**src/rtl/fifo_bit_packer.sv**
```systemverilog
// Drains a 1-bit FIFO through the pop/busy/empty protocol and packs WIDTH bits into a word offered on valid/ready.
// Optional partial-word flush (flush input, O_LEN output) is enabled by defining FIFO_PACKER_FLUSH_EN.
module fifo_bit_packer #(
    parameter int unsigned WIDTH     = 8,
    parameter bit          MSB_FIRST = 1'b0
) (
    input  logic                         clk,
    input  logic                         reset,
    input  logic                         I_DATA,
    input  logic                         empty,
    input  logic                         busy,
    output logic                         pop,
    output logic [WIDTH-1:0]             O_DATA,
    input  logic                         ready,
`ifdef FIFO_PACKER_FLUSH_EN
    input  logic                         flush,
    output logic [$clog2(WIDTH+1)-1:0]   O_LEN,
`endif
    output logic                         valid
);

    localparam int unsigned      CNT_W   = $clog2(WIDTH);
    localparam logic [CNT_W-1:0] CNT_MAX = CNT_W'(WIDTH - 1);

    typedef enum logic [1:0] {
        S_IDLE,
        S_POP,
        S_WAIT,
        S_HOLD
    } state_t;

    state_t           state;
    state_t           state_nx;
    logic [CNT_W-1:0] cnt;
    logic [CNT_W-1:0] cnt_nx;
    logic [CNT_W-1:0] idx_c;
    logic [WIDTH-1:0] sr;
    logic [WIDTH-1:0] sr_nx;
    logic [WIDTH-1:0] word_c;
    logic [WIDTH-1:0] data_nx;
    logic             pop_nx;
    logic             valid_nx;

`ifdef FIFO_PACKER_FLUSH_EN
    localparam int unsigned LEN_W = $clog2(WIDTH + 1);

    logic [LEN_W-1:0] len_nx;
    logic [WIDTH-1:0] fmask_c;

    // Positions already written for the current partial word.
    always_comb begin
        fmask_c = '0;
        for (int unsigned i = 0; i < WIDTH; i++) begin
            if (MSB_FIRST) begin
                fmask_c[i] = ((i + 32'(cnt)) >= WIDTH);
            end else begin
                fmask_c[i] = (i < 32'(cnt));
            end
        end
    end
`endif

    // Shift register with the incoming bit merged at its slot.
    always_comb begin
        idx_c = MSB_FIRST ? (CNT_MAX - cnt) : cnt;
        word_c        = sr;
        word_c[idx_c] = I_DATA;
    end

    // Next-state and next-output logic.
    always_comb begin
        state_nx = state;
        cnt_nx   = cnt;
        sr_nx    = sr;
        data_nx  = O_DATA;
        valid_nx = valid;
        pop_nx   = 1'b0;
`ifdef FIFO_PACKER_FLUSH_EN
        len_nx   = O_LEN;
`endif
        case (state)
            S_IDLE: begin
`ifdef FIFO_PACKER_FLUSH_EN
                if (flush && (cnt != '0)) begin
                    data_nx  = sr & fmask_c;
                    len_nx   = LEN_W'(cnt);
                    valid_nx = 1'b1;
                    cnt_nx   = '0;
                    state_nx = S_HOLD;
                end else
`endif
                if (!empty && !busy) begin
                    pop_nx   = 1'b1;
                    state_nx = S_POP;
                end
            end
            S_POP: begin
                state_nx = S_WAIT;
            end
            S_WAIT: begin
                if (!busy) begin
                    sr_nx = word_c;
                    if (cnt == CNT_MAX) begin
                        data_nx  = word_c;
                        valid_nx = 1'b1;
                        cnt_nx   = '0;
                        state_nx = S_HOLD;
`ifdef FIFO_PACKER_FLUSH_EN
                        len_nx   = LEN_W'(WIDTH);
`endif
                    end else begin
                        cnt_nx   = cnt + CNT_W'(1);
                        state_nx = S_IDLE;
                    end
                end
            end
            S_HOLD: begin
                if (ready) begin
                    valid_nx = 1'b0;
                    state_nx = S_IDLE;
                end
            end
            default: begin
                state_nx = S_IDLE;
            end
        endcase
    end

    // State and registered outputs; pop is high exactly while in S_POP.
    always_ff @(posedge clk) begin
        if (reset) begin
            state  <= S_IDLE;
            cnt    <= '0;
            sr     <= '0;
            O_DATA <= '0;
            valid  <= 1'b0;
            pop    <= 1'b0;
`ifdef FIFO_PACKER_FLUSH_EN
            O_LEN  <= '0;
`endif
        end else begin
            state  <= state_nx;
            cnt    <= cnt_nx;
            sr     <= sr_nx;
            O_DATA <= data_nx;
            valid  <= valid_nx;
            pop    <= pop_nx;
`ifdef FIFO_PACKER_FLUSH_EN
            O_LEN  <= len_nx;
`endif
        end
    end

endmodule

```
**config.mk**
```make
export PLATFORM = sky130hd
export DESIGN_NAME = fifo_bit_packer
export DESIGN_NICKNAME = d
export VERILOG_FILES = /design/src/rtl/fifo_bit_packer.sv
export SDC_FILE = /design/constraint.sdc
export NUM_CORES = 1
export LEC_CHECK = 0
export CAP_MARGIN = 10
export CORE_MARGIN = 2
export CORE_UTILIZATION = 45
export DETAILED_ROUTE_END_ITERATION = 6
export PLACE_DENSITY = 0.77
export RECOVER_POWER = 25
export SLEW_MARGIN = 30
export SYNTH_ARGS = -nofsm -noshare
export SYNTH_HDL_FRONTEND = slang
export SYNTH_SLANG_ARGS = --single-unit
export TNS_END_PERCENT = 30
```
**constraint.sdc**
```tcl
create_clock -name clk -period 2.5 [get_ports clk]
set_input_delay 0.375 -clock clk [delete_from_list [all_inputs] [get_ports clk]]
set_output_delay 0.375 -clock clk [all_outputs]
set_load 0.01 [all_outputs]
```
==> results.py, run 1 <==
metrics = {
    "clock_network": {
        "insertion_delay_ns": 0.32,
        "htreeDepth": 1,
        "ctsResizeCount": 0,
        "clockBufferDepth": 2,
        "tritoncts": "done",
        "hold_buffers": 0,
        "post-cts-setup-buffers": 0,
        "cts_root_buffer": "clkbuf_4",
        "clk_pin_slew_ns": 0.14,
        "cts_buffers": 3,
        "clkSinkCount": 23,
    },
    "die": {
        "num_rows": 18,
        "die-area_um2": 2980,
        "die_w_um": 54.6,
        "start_util_pct": 46.9,
        "die_h_um": 54.6,
        "core_area_um2": 2450,
        "io_pins": 16,
    },
    "drt": {
        "drc": 0,
        "drt-total-wl_um": 2290,
        "route.vias.total": 886,
        "postRouteAntennaNets": 0,
        "drt-initial-drc-count": 20,
        "viasPerCell": 5.50,
        "wl_per_cell_um": 14.2,
        "first_pass_iters": 4,
    },
    "placement": {
        "io_buffers": 15,
        "gp_congestion": 0.831,
        "dp.cells": 157,
        "post-place-ws_ns": 0.349,
        "placed_cell_area_um2": 1290,
        "hpwl_um": 1610,
    },
    "power": {
        "switching_share_pct": 24.5,
        "power_density_nw_per_um2": 452,
        "power_frac_clock_pct": 30.7,
        "seqPwrFrac_pct": 63.3,
        "p_switching_w": 0.000145,
        "vdd_ir_drop_max_mv": 0.382,
        "p_leak_nw": 0.494,
        "intPower_w": 0.000446,
        "p_comb_share_pct": 6.0,
    },
    "synthesis": {
        "yosysMostFrequentCell": "dfxtp_1",
        "synth-edff-count": 0,
        "ys.flop_type": "dfxtp_1",
        "ys_types": 29,
        "async_reset_ff_share_pct": 0,
        "synthTopCellsByCount": "dfxtp_1 (23), mux2i_1 (15), nor2_1 (13), nand2b_1 (10), nand3_1 (9)",
        "syn-num-nets": 128,
        "syn-mean-instance-area_um2": 9.59,
        "synth_area_leader_cell": "dfxtp_1",
        "yosysSeqAreaShare_pct": 40.0,
        "syn_area_um2": 1150,
        "yosys_warnings": 0,
        "synthCells": 120,
        "yosys-top-cells-area": "dfxtp_1 (40%), mux2i_1 (13%), nand2b_1 (5.4%)",
        "yosys_register_bits": 23,
        "synth_top_area_share_pct": 40.0,
    },
    "grt": {
        "grt_start_max_net_pins": 19,
        "grt_pass1_vias": 809,
        "antenna_found_initial": 0,
        "grt_pass1_wl_um": 3680,
        "gr-usage-all-layers_pct": 17.5,
        "overflow": 0,
    },
    "setup_path": {
        "crit_chain": "ha_1, ha_1, nor4bb_4, buf_4, nor2_1, a311oi_1",
        "worstSetupPathType": "flip-flop to flip-flop",
        "setup.worst_path.start_class": "flip-flop",
        "crit_path_frequent_cell": "ha_1",
        "slowest_delay_ns": 0.71,
        "end_kind": "flip-flop",
        "worstPathRequired_ns": 2.73,
        "worstPathArrival_ns": 2.45,
        "crit_slowest_cell": "dfxtp_1",
        "critPathMaxFanout": 18,
    },
    "cells_and_area": {
        "syn_to_final_growth_pct": 13.5,
        "final_cells": 161,
        "layout-drive-gt1-share_pct": 10.7,
        "fin_area_um2": 1310,
        "n_antenna_cell": 0,
        "final_net_count": 140,
    },
    "timing": {
        "relSlewSlack_pct": 21.3,
        "hold_violations": 0,
        "layout_min_cycle_time_ns": 2.22,
        "setup_tns_ns": 0,
        "rsz0062_at_grt": "false",
        "finalCritPeriodShare_pct": 88.8,
        "fin_skew_ns": 0.00972,
        "setup_viol": 0,
        "worst_pin_slew_ns": 1.18,
        "setup_slack_ns": 0.280,
        "maxSlewViolCount": 0,
        "max_freq_mhz": 451,
    },
    "hold_path": {
        "hold_path.class": "flip-flop to flip-flop",
    },
    "flow_run": {
        "cap_violations": 0,
    },
    "run_status": {
        "outcome": "finished clean",
    },
}
-- flip-flops by register name, summed over array words and instances, names as in the netlist --
signal	flops
sr	8
valid	1
cnt	3
state	2
O_DATA	8
pop	1
-- cell type report --
class / instances / area [um2]
Clock buffer: 3 / 22.5
Clock inverter: 1 / 5.00
Fill cell: 227 / 1150
Multi-Input combinational cell: 86 / 608
Sequential cell: 23 / 460
Tap cell: 30 / 37.5
Timing Repair Buffer: 18 / 173
-- path summary, 6_finish.rpt --
check | from | endpoint | slack [ns] | depth (start not counted)
max | cnt[1] | O_DATA[6] | 0.28 | 6
min | sr[7] | sr[7] | 0.49 | 2
max reg2reg | cnt[1] | O_DATA[6] | 0.28 | 6
min reg2reg | sr[7] | sr[7] | 0.49 | 2
-- critical path: cells and delay by family, from the launching register on --
kind,cells,cell delay (ns)
fa+ha+maj,2,0.49
flops,1,0.71
compound gates,1,0.29
buf+inv,1,0.23
simple gates,2,0.42
-- power by group through the flow --
stage,clock (W),sequential (W),combinational (W)
final,0.000181,0.000374,0.0000353
after global placement,0,0.000382,0.0000357
after global routing,0.000194,0.000375,0.0000385
after CTS,0.000183,0.000375,0.0000367
after detailed placement,0,0.000383,0.0000365
after floorplan,0,0.000379,0.0000243
-- cell families (layout without fill, tap and decap cells) --
group	Yosys count	after routing	share of synthesized area, %
and+or+nand+nor	53	53	27.7
DFF	23	23	40.0
AOI/OAI and AO/OA	16	16	10.9
muxes	15	15	13.0
buffers and inverters	11	22	6.19
adders and majority gates	2	2	2.17
-- through the flow --
stage	util [%]	hold WS (ns)	power [W]
global route	53.2	0.509	0.000607
global placement	52.5	0.460	0.000418
CTS	53.7	0.493	0.000594
detailed placement	52.5	0.474	0.000419
floorplan	-	0.446	0.000404
finish	53.2	0.486	0.000591
-- cell usage in the layout, fill, tap and decap left out --
master,netlist,routed
nor4bb_4,1,1
or4_1,1,1
nand2_1,6,6
clkinv_2,0,1
a21oi_1,3,3
o21ai_0,1,1
mux2i_1,15,15
clkdlybuf4s50_1,0,12
a31oi_1,1,1
nor4b_2,1,1
nand2b_1,10,10
nor2_2,1,1
nor2_1,13,13
dlygate4sd3_1,0,3
nand3_1,9,9
nor2b_1,3,3
buf_4,0,3
nor3b_1,2,3
clkbuf_4,0,3
a311oi_1,3,3
nand3b_1,3,3
nor3_1,1,1
a211oi_2,1,1
a211oi_1,4,4
a21bo_2,3,3
nand4_1,1,1
dfxtp_1,23,23
ha_1,2,2
-- per-layer routing --
layer / vias to the layer above / part of all wire (%) / global-route usage [%] / wire length (um)
li1: 444 / - / - / -
met3: 7 / 3.7 / 2.46 / 84
met5: - / 0 / 0 / 0
met4: 0 / 2.4 / 10.4 / 55
met1: 411 / 47 / 23.4 / 1080
met2: 24 / 47 / 26.5 / 1070
No activity file was read; power rests on OpenSTA's default activity.
==> run 2: changes to the inputs <==
--- a/config.mk
+++ b/config.mk
@@ -7,12 +7,13 @@
 export LEC_CHECK = 0
 export CAP_MARGIN = 10
 export CORE_MARGIN = 2
-export CORE_UTILIZATION = 45
+export CORE_UTILIZATION = 35
 export DETAILED_ROUTE_END_ITERATION = 6
-export PLACE_DENSITY = 0.77
+export DONT_BUFFER_PORTS = 1
+export PLACE_DENSITY = 0.58
 export RECOVER_POWER = 25
 export SLEW_MARGIN = 30
 export SYNTH_ARGS = -nofsm -noshare
 export SYNTH_HDL_FRONTEND = slang
 export SYNTH_SLANG_ARGS = --single-unit
-export TNS_END_PERCENT = 30
+export TNS_END_PERCENT = 20
==> run 2 against run 1 <==
  * Worst hold slack worse by 0.38 ns
  * Clock power about the same
  * Non-clock buffer count down 15
  * Sequential power about the same
  * Maximum frequency up 19%
  * Flip-flop and latch count unchanged
  * Clock skew up 0.00095 ns
  * Combinational power down 54%
  * Global-route usage down 4.2 points
  * Largest cell class unchanged
  * Worst setup slack better by 0.35 ns
==> results.py, run 2 (same netlist as run 1, synthesis figures left out) <==
metrics = {
    "placement": {
        "post-place-ws_ns": 0.641,
        "gp_congestion": 0.731,
        "hpwl_um": 1540,
        "io_buffers": 0,
        "dp.cells": 156,
        "placed_cell_area_um2": 1160,
    },
    "cells_and_area": {
        "reg_top3": "O_DATA: 8 flops, sr: 8 flops, cnt: 3 flops",
        "fin_area_um2": 1180,
        "final_cells": 160,
        "layout-drive-gt1-share_pct": 12.9,
        "layout_common_cells": "dfxtp_1 (23), mux2i_1 (15), nor2_1 (13)",
        "layout_commonest_cell": "dfxtp_1",
        "utilization_pct": 38.2,
        "syn_to_final_growth_pct": 2.94,
        "n_antenna_cell": 0,
        "final_net_count": 125,
    },
    "die": {
        "die_w_um": 61.4,
        "start_util_pct": 37.1,
        "die-area_um2": 3760,
        "die_h_um": 61.4,
        "io_pins": 16,
        "num_rows": 20,
        "core_area_um2": 3100,
    },
    "drt": {
        "wl_per_cell_um": 13.5,
        "first_pass_iters": 4,
        "drc": 0,
        "route.vias.total": 814,
        "viasPerCell": 5.09,
        "drt-total-wl_um": 2170,
        "postRouteAntennaNets": 0,
        "drt-initial-drc-count": 27,
    },
    "grt": {
        "grt_pass1_vias": 790,
        "gr-usage-all-layers_pct": 13.3,
        "overflow": 0,
        "grt_pass1_wl_um": 3630,
        "antenna_found_initial": 0,
        "grt_start_max_net_pins": 25,
    },
    "power": {
        "power_density_nw_per_um2": 481,
        "intPower_w": 0.000439,
        "vdd_ir_drop_max_mv": 0.160,
        "p_switching_w": 0.000131,
        "p_comb_share_pct": 2.9,
        "p_leak_nw": 0.436,
        "power_frac_clock_pct": 31.4,
        "seqPwrFrac_pct": 65.7,
        "switching_share_pct": 23.0,
    },
    "timing": {
        "layout_min_cycle_time_ns": 1.87,
        "hold_violations": 0,
        "worst_pin_slew_ns": 0.465,
        "finalCritPeriodShare_pct": 74.9,
        "setup_viol": 0,
        "fin_skew_ns": 0.0107,
        "maxSlewViolCount": 0,
        "setup_slack_ns": 0.629,
        "relSlewSlack_pct": 68.9,
        "setup_tns_ns": 0,
        "rsz0062_at_grt": "false",
        "max_freq_mhz": 534,
    },
    "setup_path": {
        "critPathTopFamily": "flip-flops",
        "worstSetupPathType": "flip-flop to flip-flop",
        "crit_slowest_cell": "dfxtp_1",
        "critPathMaxFanout": 13,
        "worst-path-buf-inv": 1,
        "slowest_delay_ns": 0.57,
        "crit_path_frequent_cell": "ha_1",
        "setup.worst_path.start_class": "flip-flop",
        "worstPathArrival_ns": 2.12,
        "worstPathRequired_ns": 2.75,
        "end_kind": "flip-flop",
        "crit_chain": "ha_1, ha_1, nor4bb_4, buf_4, nor2_1, a311oi_1",
    },
    "hold_path": {
        "hold_path.class": "primary input to flip-flop",
    },
    "clock_network": {
        "tritoncts": "done",
        "post-cts-setup-buffers": 0,
        "cts_root_buffer": "clkbuf_4",
        "clk_pin_slew_ns": 0.13,
        "hold_buffers": 0,
        "ctsResizeCount": 0,
        "clkSinkCount": 23,
        "cts_buffers": 3,
        "insertion_delay_ns": 0.33,
        "clockBufferDepth": 2,
        "htreeDepth": 1,
    },
    "flow_run": {
        "cap_violations": 0,
    },
    "run_status": {
        "outcome": "finished clean",
    },
}
## run 2: changes by cell type in the layout (fill, tap and decap cells not counted)
cell and delta:
nor3b_1 -1, dlygate4sd3_1 -3, nor3b_4 +1, clkdlybuf4s50_1 -12
## run 2: cell type report
class | count | area, um2
clock buffer | 3 | 22.5
clock inverter | 1 | 5.00
fill | 332 | 1920
multi-input combinational | 86 | 619
sequential | 23 | 460
tap | 44 | 55.1
timing repair buffer | 3 | 22.5
## run 2: worst paths after layout
path	startpoint	endpoint	slack, ns	depth (start not counted)
worst min register to register	sr[3]	sr[3]	0.48	2
worst max-delay path	cnt[0]	O_DATA[6]	0.63	6
worst min-delay path	reset	O_DATA[2]	0.10	1
worst max register to register	cnt[0]	O_DATA[6]	0.63	6
## run 2: layer usage
metal  GRT usage [%]  routed length, um  vias up
met3            3.15                 74        5
li1                -                  -      413
met2            22.2               1010       15
met4            7.29                 53        0
met5               0                  0        -
met1            15.8               1030      381
## run 2: worst register-to-register path, delay by kind of cell (launching register included)
kind                     cells  cell delay (ns)
flip-flops                   1             0.57
AND/OR/NAND/NOR              2             0.37
buffers and inverters        1             0.21
adder cells (fa/ha/maj)      2             0.42
AO/OA/AOI/OAI                1             0.23
## run 2: power groups by stage
stage                     sequential (W)  clock [W]  combinational, W
final                           0.000375   0.000179         0.0000164
after global routing            0.000375   0.000198         0.0000183
after CTS                       0.000375   0.000186         0.0000166
after detailed placement        0.000383          0         0.0000165
after global placement          0.000382          0         0.0000165
after floorplan                 0.000379          0         0.0000243
## run 2: through the flow
stage	total power (W)	hold WS (ns)
2_1_floorplan	0.000404	0.446
3_3_place_gp	0.000399	0.445
3_5_place_dp	0.000399	0.448
4_1_cts	0.000577	0.0870
5_1_grt	0.000592	0.0724
6_report	0.000570	0.104
==> run 3: changes to the inputs <==
==> constraint.sdc (replaced) <==
create_clock -name clk -period 1.9 [get_ports clk]
set_input_delay 0.285 -clock clk [delete_from_list [all_inputs] [get_ports clk]]
set_output_delay 0.285 -clock clk [all_outputs]
set_load 0.01 [all_outputs]
==> run 3 against run 2 <==
  * Flip-flop and latch count stayed put
  * Sequential power rose by 31%
  * Largest power group unchanged
  * Design area grew 2.1%
  * Clock skew down 0.0052 ns
  * Critical path depth did not move
  * Combinational power grew 87%
  * Power grew 32%
==> results.py, run 3 (same netlist as run 1, synthesis figures left out) <==
metrics = {
    "cells_and_area": {
        "final_net_count": 128,
        "layout-drive-gt1-share_pct": 14.3,
        "reg_top3": "O_DATA: 8 flops, sr: 8 flops, cnt: 3 flops",
        "syn_to_final_growth_pct": 5.11,
        "final_cells": 163,
        "seq_area_um2": 460,
        "multi_input_area_um2": 619,
        "fin_area_um2": 1210,
        "utilization_pct": 39.0,
        "n_antenna_cell": 0,
        "layout_common_cells": "dfxtp_1 (23), mux2i_1 (15), nor2_1 (13)",
        "layout_commonest_cell": "dfxtp_1",
        "fill_cells": 324,
    },
    "timing": {
        "setup_tns_ns": 0,
        "layout_min_cycle_time_ns": 1.60,
        "finalCritPeriodShare_pct": 84.2,
        "fin_skew_ns": 0.00550,
        "rsz0062_at_grt": "false",
        "hold_violations": 0,
        "relSlewSlack_pct": 59.9,
        "maxSlewViolCount": 0,
        "max_freq_mhz": 625,
        "setup_viol": 0,
        "worst_pin_slew_ns": 0.600,
    },
    "clock_network": {
        "clockBufferDepth": 2,
        "clkSinkCount": 23,
        "cts_buffers": 3,
        "tritoncts": "done",
        "post-cts-setup-buffers": 0,
        "clk_pin_slew_ns": 0.13,
        "cts_root_buffer": "clkbuf_4",
        "insertion_delay_ns": 0.31,
        "htreeDepth": 1,
    },
    "die": {
        "die_w_um": 61.4,
        "die-area_um2": 3760,
        "num_rows": 20,
        "core_area_um2": 3100,
        "start_util_pct": 37.1,
        "io_pins": 16,
        "die_h_um": 61.4,
    },
    "placement": {
        "io_buffers": 0,
        "placed_cell_area_um2": 1170,
        "hpwl_um": 1400,
        "gp_congestion": 0.704,
        "dp.cells": 158,
    },
    "grt": {
        "grt_start_max_net_pins": 25,
        "grt_pass1_wl_um": 3530,
        "gr-usage-all-layers_pct": 13.0,
        "antenna_found_initial": 0,
        "grt_pass1_vias": 728,
        "overflow": 0,
    },
    "drt": {
        "route.vias.total": 843,
        "postRouteAntennaNets": 0,
        "drt-initial-drc-count": 20,
        "wl_per_cell_um": 13.1,
        "drc": 0,
        "viasPerCell": 5.17,
        "first_pass_iters": 4,
        "drt-total-wl_um": 2140,
    },
    "hold_path": {
        "hold_path.class": "primary input to flip-flop",
    },
    "setup_path": {
        "worstPathArrival_ns": 1.83,
        "crit_slowest_cell": "dfxtp_1",
        "worstSetupPathType": "flip-flop to flip-flop",
        "crit_chain": "ha_1, ha_1, nor4bb_4, buf_4, nor2_1, a311oi_1",
        "slowest_delay_ns": 0.36,
        "crit_path_frequent_cell": "ha_1",
        "setup.worst_path.start_class": "flip-flop",
        "critPathMaxFanout": 9,
        "end_kind": "flip-flop",
        "worstPathRequired_ns": 2.13,
    },
    "power": {
        "vdd_ir_drop_max_mv": 0.184,
        "p_total_w": 0.000751,
        "p_leak_nw": 0.451,
        "power_density_nw_per_um2": 621,
    },
    "run_status": {
        "outcome": "finished clean",
    },
    "flow_run": {
        "cap_violations": 0,
    },
}
## run 3: power by group
part           leakage [nW]  internal [W]  total (W)  switching, W
Combinational         0.248     0.0000143  0.0000306     0.0000163
Sequential            0.186      0.000486   0.000491    0.00000546
Clock                0.0177     0.0000786   0.000229      0.000151
## run 3: stage by stage
stage	hold slack (ns)	setup WS [ns]
final	0.138	0.300
after floorplan	0.446	0.387
after detailed placement	0.357	0.308
after global placement	0.355	0.364
after CTS	0.0107	0.280
after global routing	0.115	0.145
## run 3: repair_timing
item | in CTS | in global routing
gates resized for setup | 0 | 0
endpoints found under the hold margin | 0 | 15
hold buffers | 0 | 1
## run 3: final timing paths
kind	from	end	slack (ns)	depth (start not counted)
worst min-delay path	busy	pop	0.14	2
worst max register to register	cnt[0]	O_DATA[2]	0.30	6
worst max-delay path	cnt[0]	O_DATA[2]	0.30	6
worst min register to register	sr[2]	sr[2]	0.48	2
## run 3: critical path, delay by kind of cell, from the launching register on
family,cells,cell delay (ns)
flops,1,0.36
simple gates,2,0.38
buf+inv,1,0.21
fa+ha+maj,2,0.37
compound gates,1,0.22
## run 3: area by class of cell
class	count	share of cell area, %
multi-input cells	86	51.2
well taps	44	4.55
clock buffers	3	1.86
flip-flops and latches	23	38.1
clock inverters	1	0.414
repair buffers	6	3.93
## run 3: per-layer routing
| metal | up-vias | global-route usage (%) | wire length (um) |
|---|---|---|---|
| met2 | 15 | 19.1 | 1070 |
| met5 | - | 0 | 0 |
| met4 | 0 | 7.29 | 27 |
| li1 | 421 | - | - |
| met3 | 2 | 2.94 | 84 |
| met1 | 405 | 17.6 | 956 |
